==> config.mk <==
export PLATFORM = sky130hd
export DESIGN_NAME = decim_accum
export DESIGN_NICKNAME = d
export VERILOG_FILES = /design/src/rtl/decim_accum_pkg.sv /design/src/rtl/sync_fifo.sv /design/src/rtl/decim_accum.sv
export SDC_FILE = /design/constraint.sdc
export NUM_CORES = 1
export LEC_CHECK = 0
export CAP_MARGIN = 20
export CORE_MARGIN = 2
export CORE_UTILIZATION = 54
export CTS_CLUSTER_DIAMETER = 100
export DETAILED_ROUTE_END_ITERATION = 12
export PLACE_DENSITY = 0.79
export SLEW_MARGIN = 10
export SYNTH_ARGS = -nofsm -noshare
export SYNTH_HDL_FRONTEND = slang
export SYNTH_HIERARCHICAL = 1
export SYNTH_SLANG_ARGS = --single-unit
==> constraint.sdc <==
create_clock -name clk -period 5.9 [get_ports clk]
set_clock_uncertainty 0.1 [all_clocks]
set_input_delay 1.18 -clock clk [delete_from_list [all_inputs] [get_ports clk]]
set_output_delay 1.18 -clock clk [all_outputs]
set_load 0.1 [all_outputs]
==> src/rtl/decim_accum_pkg.sv <==
// -----------------------------------------------------------------------------
// decim_accum_pkg
// Definitions shared by the filter, the decimating accumulator and their
// benches: default sample width, error-counter width, a ceil(log2) helper
// usable in parameter expressions, and the even-parity (XOR-reduce) function.
// -----------------------------------------------------------------------------
package decim_accum_pkg;

    localparam int DATA_W_DEF = 16;
    localparam int ERR_CNT_W  = 8;

    // ceil(log2(n)); returns 0 for n <= 1.
    function automatic int clog2(input int n);
        int r;
        r = 0;
        for (int i = 0; i < 32; i++) begin
            if ((1 << r) < n) r++;
        end
        return r;
    endfunction

    // Even parity of up to 64 bits; narrower callers zero-extend, which does
    // not change the XOR result.
    function automatic logic parity(input logic [63:0] v);
        return ^v;
    endfunction

endpackage

==> src/rtl/sync_fifo.sv <==
// -----------------------------------------------------------------------------
// sync_fifo
// Show-ahead synchronous FIFO. dout always presents the head entry (zero when
// empty). A push while full is accepted only if a pop happens in the same
// cycle; otherwise it is ignored and the caller decides how to report it.
// Ports: clk, rst (sync, active-high), push/din, pop, full, empty, dout.
// -----------------------------------------------------------------------------
module sync_fifo
    import decim_accum_pkg::*;
#(
    parameter int WIDTH = 18,
    parameter int DEPTH = 4
) (
    input  logic             clk,
    input  logic             rst,
    input  logic             push,
    input  logic [WIDTH-1:0] din,
    input  logic             pop,
    output logic             full,
    output logic             empty,
    output logic [WIDTH-1:0] dout
);

    localparam int AW = clog2(DEPTH);

    logic [WIDTH-1:0] mem [DEPTH];
    logic [AW-1:0]    wr_ptr;
    logic [AW-1:0]    rd_ptr;
    logic [AW:0]      count;
    logic             do_push;
    logic             do_pop;

    assign full    = (count == (AW+1)'(DEPTH));
    assign empty   = (count == '0);
    assign do_pop  = pop & ~empty;
    // When full, the slot being freed by a same-cycle pop is the one written.
    assign do_push = push & (~full | do_pop);

    always_ff @(posedge clk) begin
        if (rst) begin
            wr_ptr <= '0;
            rd_ptr <= '0;
            count  <= '0;
        end else begin
            if (do_push) wr_ptr <= wr_ptr + 1'b1;
            if (do_pop)  rd_ptr <= rd_ptr + 1'b1;
            count <= count + (AW+1)'(do_push) - (AW+1)'(do_pop);
        end
    end

    always_ff @(posedge clk) begin
        if (do_push) mem[wr_ptr] <= din;
    end

    assign dout = empty ? '0 : mem[rd_ptr];

endmodule

==> src/rtl/decim_accum.sv <==
// -----------------------------------------------------------------------------
// decim_accum
// Sits after the 16-bit filter. Registers the free-running sample stream,
// checks its parity, sums DECIM good samples into one result and queues the
// results in a show-ahead FIFO offered over valid/ready.
// Ports:
//   clk, rst            clock, synchronous active-high reset
//   x_data/x_valid/x_parity   filter stream (no backpressure)
//   y_data/y_valid/y_ready    decimated result handshake (FIFO head)
//   y_parity            XOR reduction of y_data
//   err_count           saturating count of parity-failed samples
//   overflow            sticky: a result was dropped on a full FIFO
// -----------------------------------------------------------------------------
module decim_accum
    import decim_accum_pkg::*;
#(
    parameter  int DATA_W     = DATA_W_DEF,
    parameter  int DECIM      = 4,
    parameter  int FIFO_DEPTH = 4,
    localparam int ACC_W      = DATA_W + clog2(DECIM)
) (
    input  logic                 clk,
    input  logic                 rst,
    input  logic [DATA_W-1:0]    x_data,
    input  logic                 x_valid,
    input  logic                 x_parity,
    output logic [ACC_W-1:0]     y_data,
    output logic                 y_valid,
    input  logic                 y_ready,
    output logic                 y_parity,
    output logic [ERR_CNT_W-1:0] err_count,
    output logic                 overflow
);

    localparam int CNT_W = clog2(DECIM);

    function automatic logic [ERR_CNT_W-1:0] sat_inc(input logic [ERR_CNT_W-1:0] v);
        return (&v) ? v : v + 1'b1;
    endfunction

    logic [DATA_W-1:0] x_data_p0;
    logic              vld_p0;
    logic              perr_p0;
    logic [ACC_W-1:0]  acc_p1;
    logic [CNT_W-1:0]  cnt_p1;

    logic              good_p0;
    logic              last_p0;
    logic              push;
    logic              pop;
    logic              full;
    logic              empty;
    logic [ACC_W-1:0]  sum_p0;

    // ---- stage 0: input register and parity check ----
    always_ff @(posedge clk) begin
        if (rst) begin
            x_data_p0 <= '0;
            vld_p0    <= 1'b0;
            perr_p0   <= 1'b0;
        end else begin
            x_data_p0 <= x_data;
            vld_p0    <= x_valid;
            perr_p0   <= x_valid & (parity(64'(x_data)) != x_parity);
        end
    end

    assign good_p0 = vld_p0 & ~perr_p0;
    assign last_p0 = (cnt_p1 == CNT_W'(DECIM - 1));
    assign sum_p0  = acc_p1 + ACC_W'(x_data_p0);
    assign push    = good_p0 & last_p0;
    assign pop     = y_valid & y_ready;

    // ---- stage 1: accumulate, count, push completed sums ----
    always_ff @(posedge clk) begin
        if (rst) begin
            acc_p1 <= '0;
            cnt_p1 <= '0;
        end else if (good_p0) begin
            if (last_p0) begin
                acc_p1 <= '0;
                cnt_p1 <= '0;
            end else begin
                acc_p1 <= sum_p0;
                cnt_p1 <= cnt_p1 + 1'b1;
            end
        end
    end

    always_ff @(posedge clk) begin
        if (rst) begin
            err_count <= '0;
            overflow  <= 1'b0;
        end else begin
            if (vld_p0 & perr_p0)     err_count <= sat_inc(err_count);
            if (push & full & ~pop)   overflow  <= 1'b1;
        end
    end

    sync_fifo #(
        .WIDTH (ACC_W),
        .DEPTH (FIFO_DEPTH)
    ) u_fifo (
        .clk   (clk),
        .rst   (rst),
        .push  (push),
        .din   (sum_p0),
        .pop   (pop),
        .full  (full),
        .empty (empty),
        .dout  (y_data)
    );

    assign y_valid  = ~empty;
    assign y_parity = parity(64'(y_data));

endmodule

==> flow_metrics.env, run 1 <==
export IMPL_avgViaCountPerCell=5.652
export IMPL_maxCapViolCount=0
export IMPL_cts_htree_levels=4
export IMPL_layout_nets=575
export IMPL_syn_nets=522
export IMPL_area_growth_syn_to_layout_pct=20.18
export IMPL_p_per_area_nw_per_um2=309.8
export IMPL_end_kind="output pin"
export IMPL_grt_pass1_wl_um=19140
export IMPL_fillers=769
export IMPL_die_y_um=110.5
export IMPL_grt_pass1_vias=3803
export IMPL_hold_violations=0
export IMPL_drt_initial_drc_count=206
export IMPL_internal_power_w=0.001800
export IMPL_postCtsSetupRepairBufs=0
export IMPL_ys_seq_area_share_pct=53.61
export IMPL_holdCritPathClass="register to register"
export IMPL_routed_wl_um=11630
export IMPL_yosys_cell_types_count=65
export IMPL_syn_instance_count=476
export IMPL_initial_core_util_pct=56.01
export IMPL_p_sw_share_pct=21.07
export IMPL_power_switching_w=0.0004804
export IMPL_ys_ff_latch=128
export IMPL_cts_tree="built"
export IMPL_hpwl_um=7815
export IMPL_cts_made_buffers=17
export IMPL_clock_sinks=128
export IMPL_vias=3855
export IMPL_antenna_cells=0
export IMPL_tns_ns=0
export IMPL_crit_type="register to output pin"
export IMPL_postLayoutCoreUtil_pct=67.31
export IMPL_root_buffer="clkbuf_16"
export IMPL_reg2reg_from="u_fifo/count[1]"
export IMPL_tightest_slew_ns=1.006
export IMPL_comb_power_share_pct=7.5
export IMPL_grt_total_usage_pct=20.05
export IMPL_firstDrtPassIters=4
export IMPL_worstPathArrival_ns=3.51
export IMPL_cp_required_ns=4.62
export IMPL_ys_async_sr_fraction_pct=0
export IMPL_min_period_over_period_pct=81.13
export IMPL_worstPathMaxFanout=10
export IMPL_grt_max_degree=30
export IMPL_status="finished clean"
export IMPL_cp_start_kind="register"
export IMPL_yosys_warnings=6
export IMPL_core_um2=10940
export IMPL_gp_congestion=0.8564
export IMPL_ant_nets=0
export IMPL_wl_per_cell_um=17.06
export IMPL_syn_area_um2=6125
export IMPL_dp_slack_ns=1.658
export IMPL_rsz0062_at_grt="no"
export IMPL_sequentialPowerShare_pct=43.0
export IMPL_cts_resized=0
export IMPL_insertion_delay_ns=0.41
export IMPL_final_cell_area_um2=7361
export IMPL_maxSlewViolCount=0
export IMPL_pin_count=50
export IMPL_min_from="acc_p1[10]"
export IMPL_finalSetupViolations=0
export IMPL_synthFlopType="edfxtp_1"
export IMPL_drc=0
export IMPL_dieArea_um2=12210
export IMPL_p_leak_nw=2.643
export IMPL_clkPwrFrac_pct=49.6
export IMPL_numPortBuffers=49
export IMPL_place_area_um2=6706
export IMPL_clock_path_buffers=2
export IMPL_cts_hold_buf=0
export IMPL_synth_edf_count=72
export IMPL_synth_avg_cell_area_um2=12.87
export IMPL_grt_antenna_before_repair=0
export IMPL_drive_gt1_share_pct=14.02
export IMPL_fin_ws_ns=1.114
export IMPL_ir_worst_vdd_v=0.0001974
export IMPL_period_minus_slack_ns=4.786
export IMPL_fmax_mhz=208.9
export IMPL_clk_pin_slew_ns=0.06
export IMPL_maxSlewHeadroom_pct=32.73
export IMPL_rows=38
export IMPL_grt_overflow=0
export IMPL_fp_dieW_um=110.5
## layout make-up
class	instances	area, um2	share of cell area, %
clock buffers	19	442.9	6.017
clock inverters	13	211.5	2.873
inverters	12	45.04	0.6119
multi-input cells	317	2685	36.48
flip-flops and latches	128	3283	44.60
well taps	140	175.2	2.380
repair buffers	53	518.0	7.037
## worst max-delay path, cell delays in order, from the launching register on
cell and delay, ns:
dfxtp_1 0.63, buf_4 0.33, mux4_1 0.59, nor2b_1 0.18
xnor2_1 0.32, xnor2_1 0.15, xnor2_1 0.26, xnor2_1 0.16
xnor2_1 0.14, buf_4 0.31
## per-layer routing
layer	up-vias	share of wire (%)	global-route usage (%)
li1	1848	-	-
met1	1868	43	25.06
met2	127	51	33.62
met3	12	5.2	4.501
met4	0	1.3	8.583
met5	-	0	0
## power groups by stage
stage,logic (W),clock network [W],registers (W)
after floorplan,0.000120,0,0.000999
after global placement,0.000162,0,0.000997
after detailed placement,0.000169,0,0.000998
after CTS,0.000170,0.00115,0.000980
after global routing,0.000188,0.00119,0.000981
final,0.000170,0.00113,0.000980
## synth_stat cells (2+ instances only)
| cell | number | share of area (%) |
|---|---|---|
| mux2i_1 | 2 | 0.33 |
| nand4_1 | 5 | 0.51 |
| a22oi_1 | 6 | 0.74 |
| dfxtp_1 | 56 | 18 |
| xor2_1 | 14 | 2.0 |
| buf_2 | 4 | 0.33 |
| clkbuf_1 | 8 | 0.49 |
| buf_4 | 3 | 0.37 |
| and2_1 | 6 | 0.61 |
| o211ai_1 | 4 | 0.49 |
| o21ai_0 | 5 | 0.41 |
| nor3_1 | 6 | 0.49 |
| nor2_1 | 33 | 2.0 |
| and3_1 | 4 | 0.41 |
| ha_1 | 23 | 4.7 |
| inv_1 | 12 | 0.74 |
| fa_1 | 2 | 0.65 |
| o21a_1 | 2 | 0.25 |
| nor2b_1 | 30 | 3.1 |
| nand2b_1 | 5 | 0.51 |
| a21o_1 | 2 | 0.25 |
| a32o_1 | 4 | 0.65 |
| nor2b_4 | 10 | 2.2 |
| edfxtp_1 | 72 | 35 |
| o21ai_1 | 6 | 0.49 |
| mux4_2 | 10 | 3.7 |
| or3_1 | 3 | 0.31 |
| mux4_1 | 8 | 3.4 |
| nand3_1 | 11 | 0.90 |
| a21oi_1 | 24 | 2.0 |
| nand2_1 | 22 | 1.3 |
| xnor2_1 | 41 | 5.9 |
## logic make-up after synthesis
family                     after synthesis  synth area share, %
muxes                                   21                7.620
adders and majority gates               25                5.352
AOI/OAI and AO/OA                       73                9.255
xor gates and xnor gates                56                8.131
and+or+nand+nor                        142                13.40
DFF                                    128                53.61
buffers and inverters                   31                2.635
## worst paths after layout
path / end / slack (ns) / depth (start not counted)
worst min register to register: acc_p1[10] / 0.35 / 2
worst max-delay path: y_parity / 1.11 / 9
worst max register to register: u_fifo/count[2] / 3.00 / 11
worst min-delay path: acc_p1[10] / 0.35 / 2
## sequential cells by signal (all words and copies together), names as in the netlist, 2 cells and up, named ones only
name,cells
acc_p1,18
cnt_p1,2
err_count,8
u_fifo/count,3
u_fifo/mem,72
u_fifo/rd_ptr,2
u_fifo/wr_ptr,2
x_data_p0,16
## placed cells by master (no fill, tap or decap), types with 3 or more instances in the layout
cell / instances
nor2b_1: 30
buf_4: 5
and2_1: 6
ha_1: 23
o21ai_1: 6
clkdlybuf4s50_1: 48
and3_1: 4
inv_1: 12
a22oi_1: 6
mux4_1: 8
nand4_1: 5
o211ai_1: 4
nand3_1: 11
nor2b_4: 10
dfxtp_1: 56
bufinv_16: 5
mux4_2: 10
o21ai_0: 5
clkinv_4: 5
edfxtp_1: 72
nand2b_1: 5
a21oi_1: 24
nor3_1: 5
nor2_1: 33
or3_1: 3
a32o_1: 4
nand2_1: 22
xnor2_1: 41
xor2_1: 14
clkbuf_16: 17
## metrics by stage
stage / hold slack (ns) / total power [W] / std cells
2_1_floorplan: 0.3356 / 0.001118 / 476
5_1_grt: 0.3857 / 0.002364 / 682
4_1_cts: 0.3604 / 0.002304 / 682
6_report: 0.3538 / 0.002280 / 682
3_5_place_dp: 0.3525 / 0.001167 / 650
3_3_place_gp: 0.3443 / 0.001159 / 650
Note: power is estimated with default switching activity, not from simulation.
==> inputs of run 2 (changes only) <==
==> constraint.sdc (replaced) <==
create_clock -name clk -period 4.5 [get_ports clk]
set_clock_uncertainty 0.1 [all_clocks]
set_input_delay 0.9 -clock clk [delete_from_list [all_inputs] [get_ports clk]]
set_output_delay 0.9 -clock clk [all_outputs]
set_load 0.1 [all_outputs]
==> run 2 against run 1 <==
- final cell count grew 0.29%
- total power rose by 26%
- cell area fell by 0.63%
- non-clock buffer count grew 2
- via count shrank 1.9%
- clock power increased by 21%
- setup slack worse by 0.87 ns
- worst hold slack improved by 0.0047 ns
- register-to-register slack got worse by 1.5 ns
- global-route usage is 0.76 points lower
- largest power group unchanged
==> flow_metrics.env, run 2 (same netlist as run 1, synthesis figures left out) <==
export IMPL_status="finished clean"
export IMPL_drt_initial_drc_count=267
export IMPL_postCtsSetupRepairBufs=0
export IMPL_hold_violations=0
export IMPL_maxSlewViolCount=0
export IMPL_rsz0062_at_grt="no"
export IMPL_initial_core_util_pct=56.01
export IMPL_gp_congestion=0.8550
export IMPL_root_buffer="clkbuf_16"
export IMPL_grt_max_degree=50
export IMPL_p_per_area_nw_per_um2=393.4
export IMPL_cts_resized=0
export IMPL_die_y_um=110.5
export IMPL_reg_top3="u_fifo/mem (72), acc_p1 (18), x_data_p0 (16)"
export IMPL_grt_total_usage_pct=19.29
export IMPL_clk_pin_slew_ns=0.06
export IMPL_dieArea_um2=12210
export IMPL_p_sw_share_pct=23.74
export IMPL_routed_wl_um=11390
export IMPL_end_kind="output pin"
export IMPL_grt_util_met1_pct=24.85
export IMPL_comb_power_share_pct=7.8
export IMPL_holdCritPathClass="register to register"
export IMPL_whs_ns=0.3585
export IMPL_wl_per_cell_um=16.65
export IMPL_cts_hold_buf=0
export IMPL_top_usage_layer="met2"
export IMPL_core_um2=10940
export IMPL_tightest_slew_ns=0.9686
export IMPL_cts_tree="built"
export IMPL_clock_path_buffers=2
export IMPL_ant_nets=0
export IMPL_drive_gt1_share_pct=19.49
export IMPL_postLayoutCoreUtil_pct=66.89
export IMPL_fmax_mhz=235.2
export IMPL_maxSlewHeadroom_pct=35.23
export IMPL_area_growth_syn_to_layout_pct=19.43
export IMPL_drc=0
export IMPL_power_switching_w=0.0006831
export IMPL_pin_count=50
export IMPL_worstPathMaxFanout=12
export IMPL_layout_nets=577
export IMPL_cp_start_kind="register"
export IMPL_maxCapViolCount=0
export IMPL_largest_reg_flops=72
export IMPL_sequentialPowerShare_pct=44.6
export IMPL_clkPwrFrac_pct=47.6
export IMPL_final_cell_area_um2=7315
export IMPL_grt_overflow=0
export IMPL_layout_common_cells="edfxtp_1 (72), dfxtp_1 (56), xnor2_1 (40)"
export IMPL_rows=38
export IMPL_antenna_cells=0
export IMPL_vias=3782
export IMPL_grt_antenna_before_repair=0
export IMPL_numPortBuffers=49
export IMPL_internal_power_w=0.002194
export IMPL_grtUsageMet2_pct=32.02
export IMPL_cp_required_ns=3.50
export IMPL_grt_met3_usage_pct=4.555
export IMPL_p_leak_nw=2.683
export IMPL_min_period_over_period_pct=94.49
export IMPL_final_common_cell="edfxtp_1"
export IMPL_firstDrtPassIters=4
export IMPL_cts_htree_levels=4
export IMPL_finalSetupViolations=0
export IMPL_insertion_delay_ns=0.41
export IMPL_period_minus_slack_ns=4.252
export IMPL_crit_type="register to output pin"
export IMPL_regMostFlops="u_fifo/mem"
export IMPL_fp_dieW_um=110.5
export IMPL_place_area_um2=6716
export IMPL_hpwl_um=7957
export IMPL_ir_worst_vdd_v=0.0002471
export IMPL_cts_made_buffers=17
export IMPL_worstPathArrival_ns=3.25
export IMPL_grt_pass1_vias=3838
export IMPL_grt_pass1_wl_um=18680
export IMPL_clock_sinks=128
export IMPL_avgViaCountPerCell=5.529
export IMPL_tns_ns=0
[run 2: cell count changes in the layout (fill, tap and decap cells not counted), sizes merged]
cell and delta:
buf +20, bufinv -3, clkbuf -2, clkdlybuf4s50 -18, clkinv -4, clkinvlp +1
inv +8
[run 2: worst paths after layout]
path | slack, ns | depth (start not counted) | endpoint | from
worst min-delay path | 0.36 | 2 | acc_p1[10] | acc_p1[10]
worst max register to register | 1.53 | 11 | u_fifo/count[2] | u_fifo/count[1]
worst max-delay path | 0.25 | 9 | y_parity | register
worst min register to register | 0.36 | 2 | acc_p1[10] | acc_p1[10]
[run 2: final cells by class]
cell class	count	area (um2)
fillers	810	3621
repair buffers	55	500.5
clock inverters	15	172.7
flip-flops and latches	128	3283
clock buffers	17	425.4
well taps	140	175.2
inverters	12	45.04
multi-input cells	317	2713
[run 2: layer usage]
metal | vias to the layer above | part of all wire [%]
met5 | - | 0
met4 | 0 | 1.5
met3 | 14 | 4.6
met2 | 99 | 50
met1 | 1820 | 44
li1 | 1849 | -
[run 2: power by group through the flow]
stage,Clock (W),Sequential (W),Combinational (W)
CTS,0.00139,0.00128,0.000226
floorplan,0,0.00131,0.000157
detailed placement,0,0.00131,0.000225
global placement,0,0.00131,0.000213
finish,0.00137,0.00128,0.000225
global route,0.00144,0.00129,0.000248
[run 2: stage by stage]
stage,power (W),worst slack [ns],instances
2_1_floorplan,0.001467,0.3061,476
3_3_place_gp,0.001521,0.7722,652
3_5_place_dp,0.001533,0.6385,652
4_1_cts,0.002898,0.1606,684
5_1_grt,0.002972,0.09508,684
6_report,0.002877,0.2480,684
[run 2: critical path, cell delays in order (launching register included)]
cell,delay (ns)
dfxtp_1,0.75
buf_4,0.26
mux4_2,0.49
nor2b_4,0.14
xnor2_1,0.22
xnor2_1,0.20
xnor2_1,0.13
xnor2_1,0.27
xnor2_2,0.17
buf_12,0.20
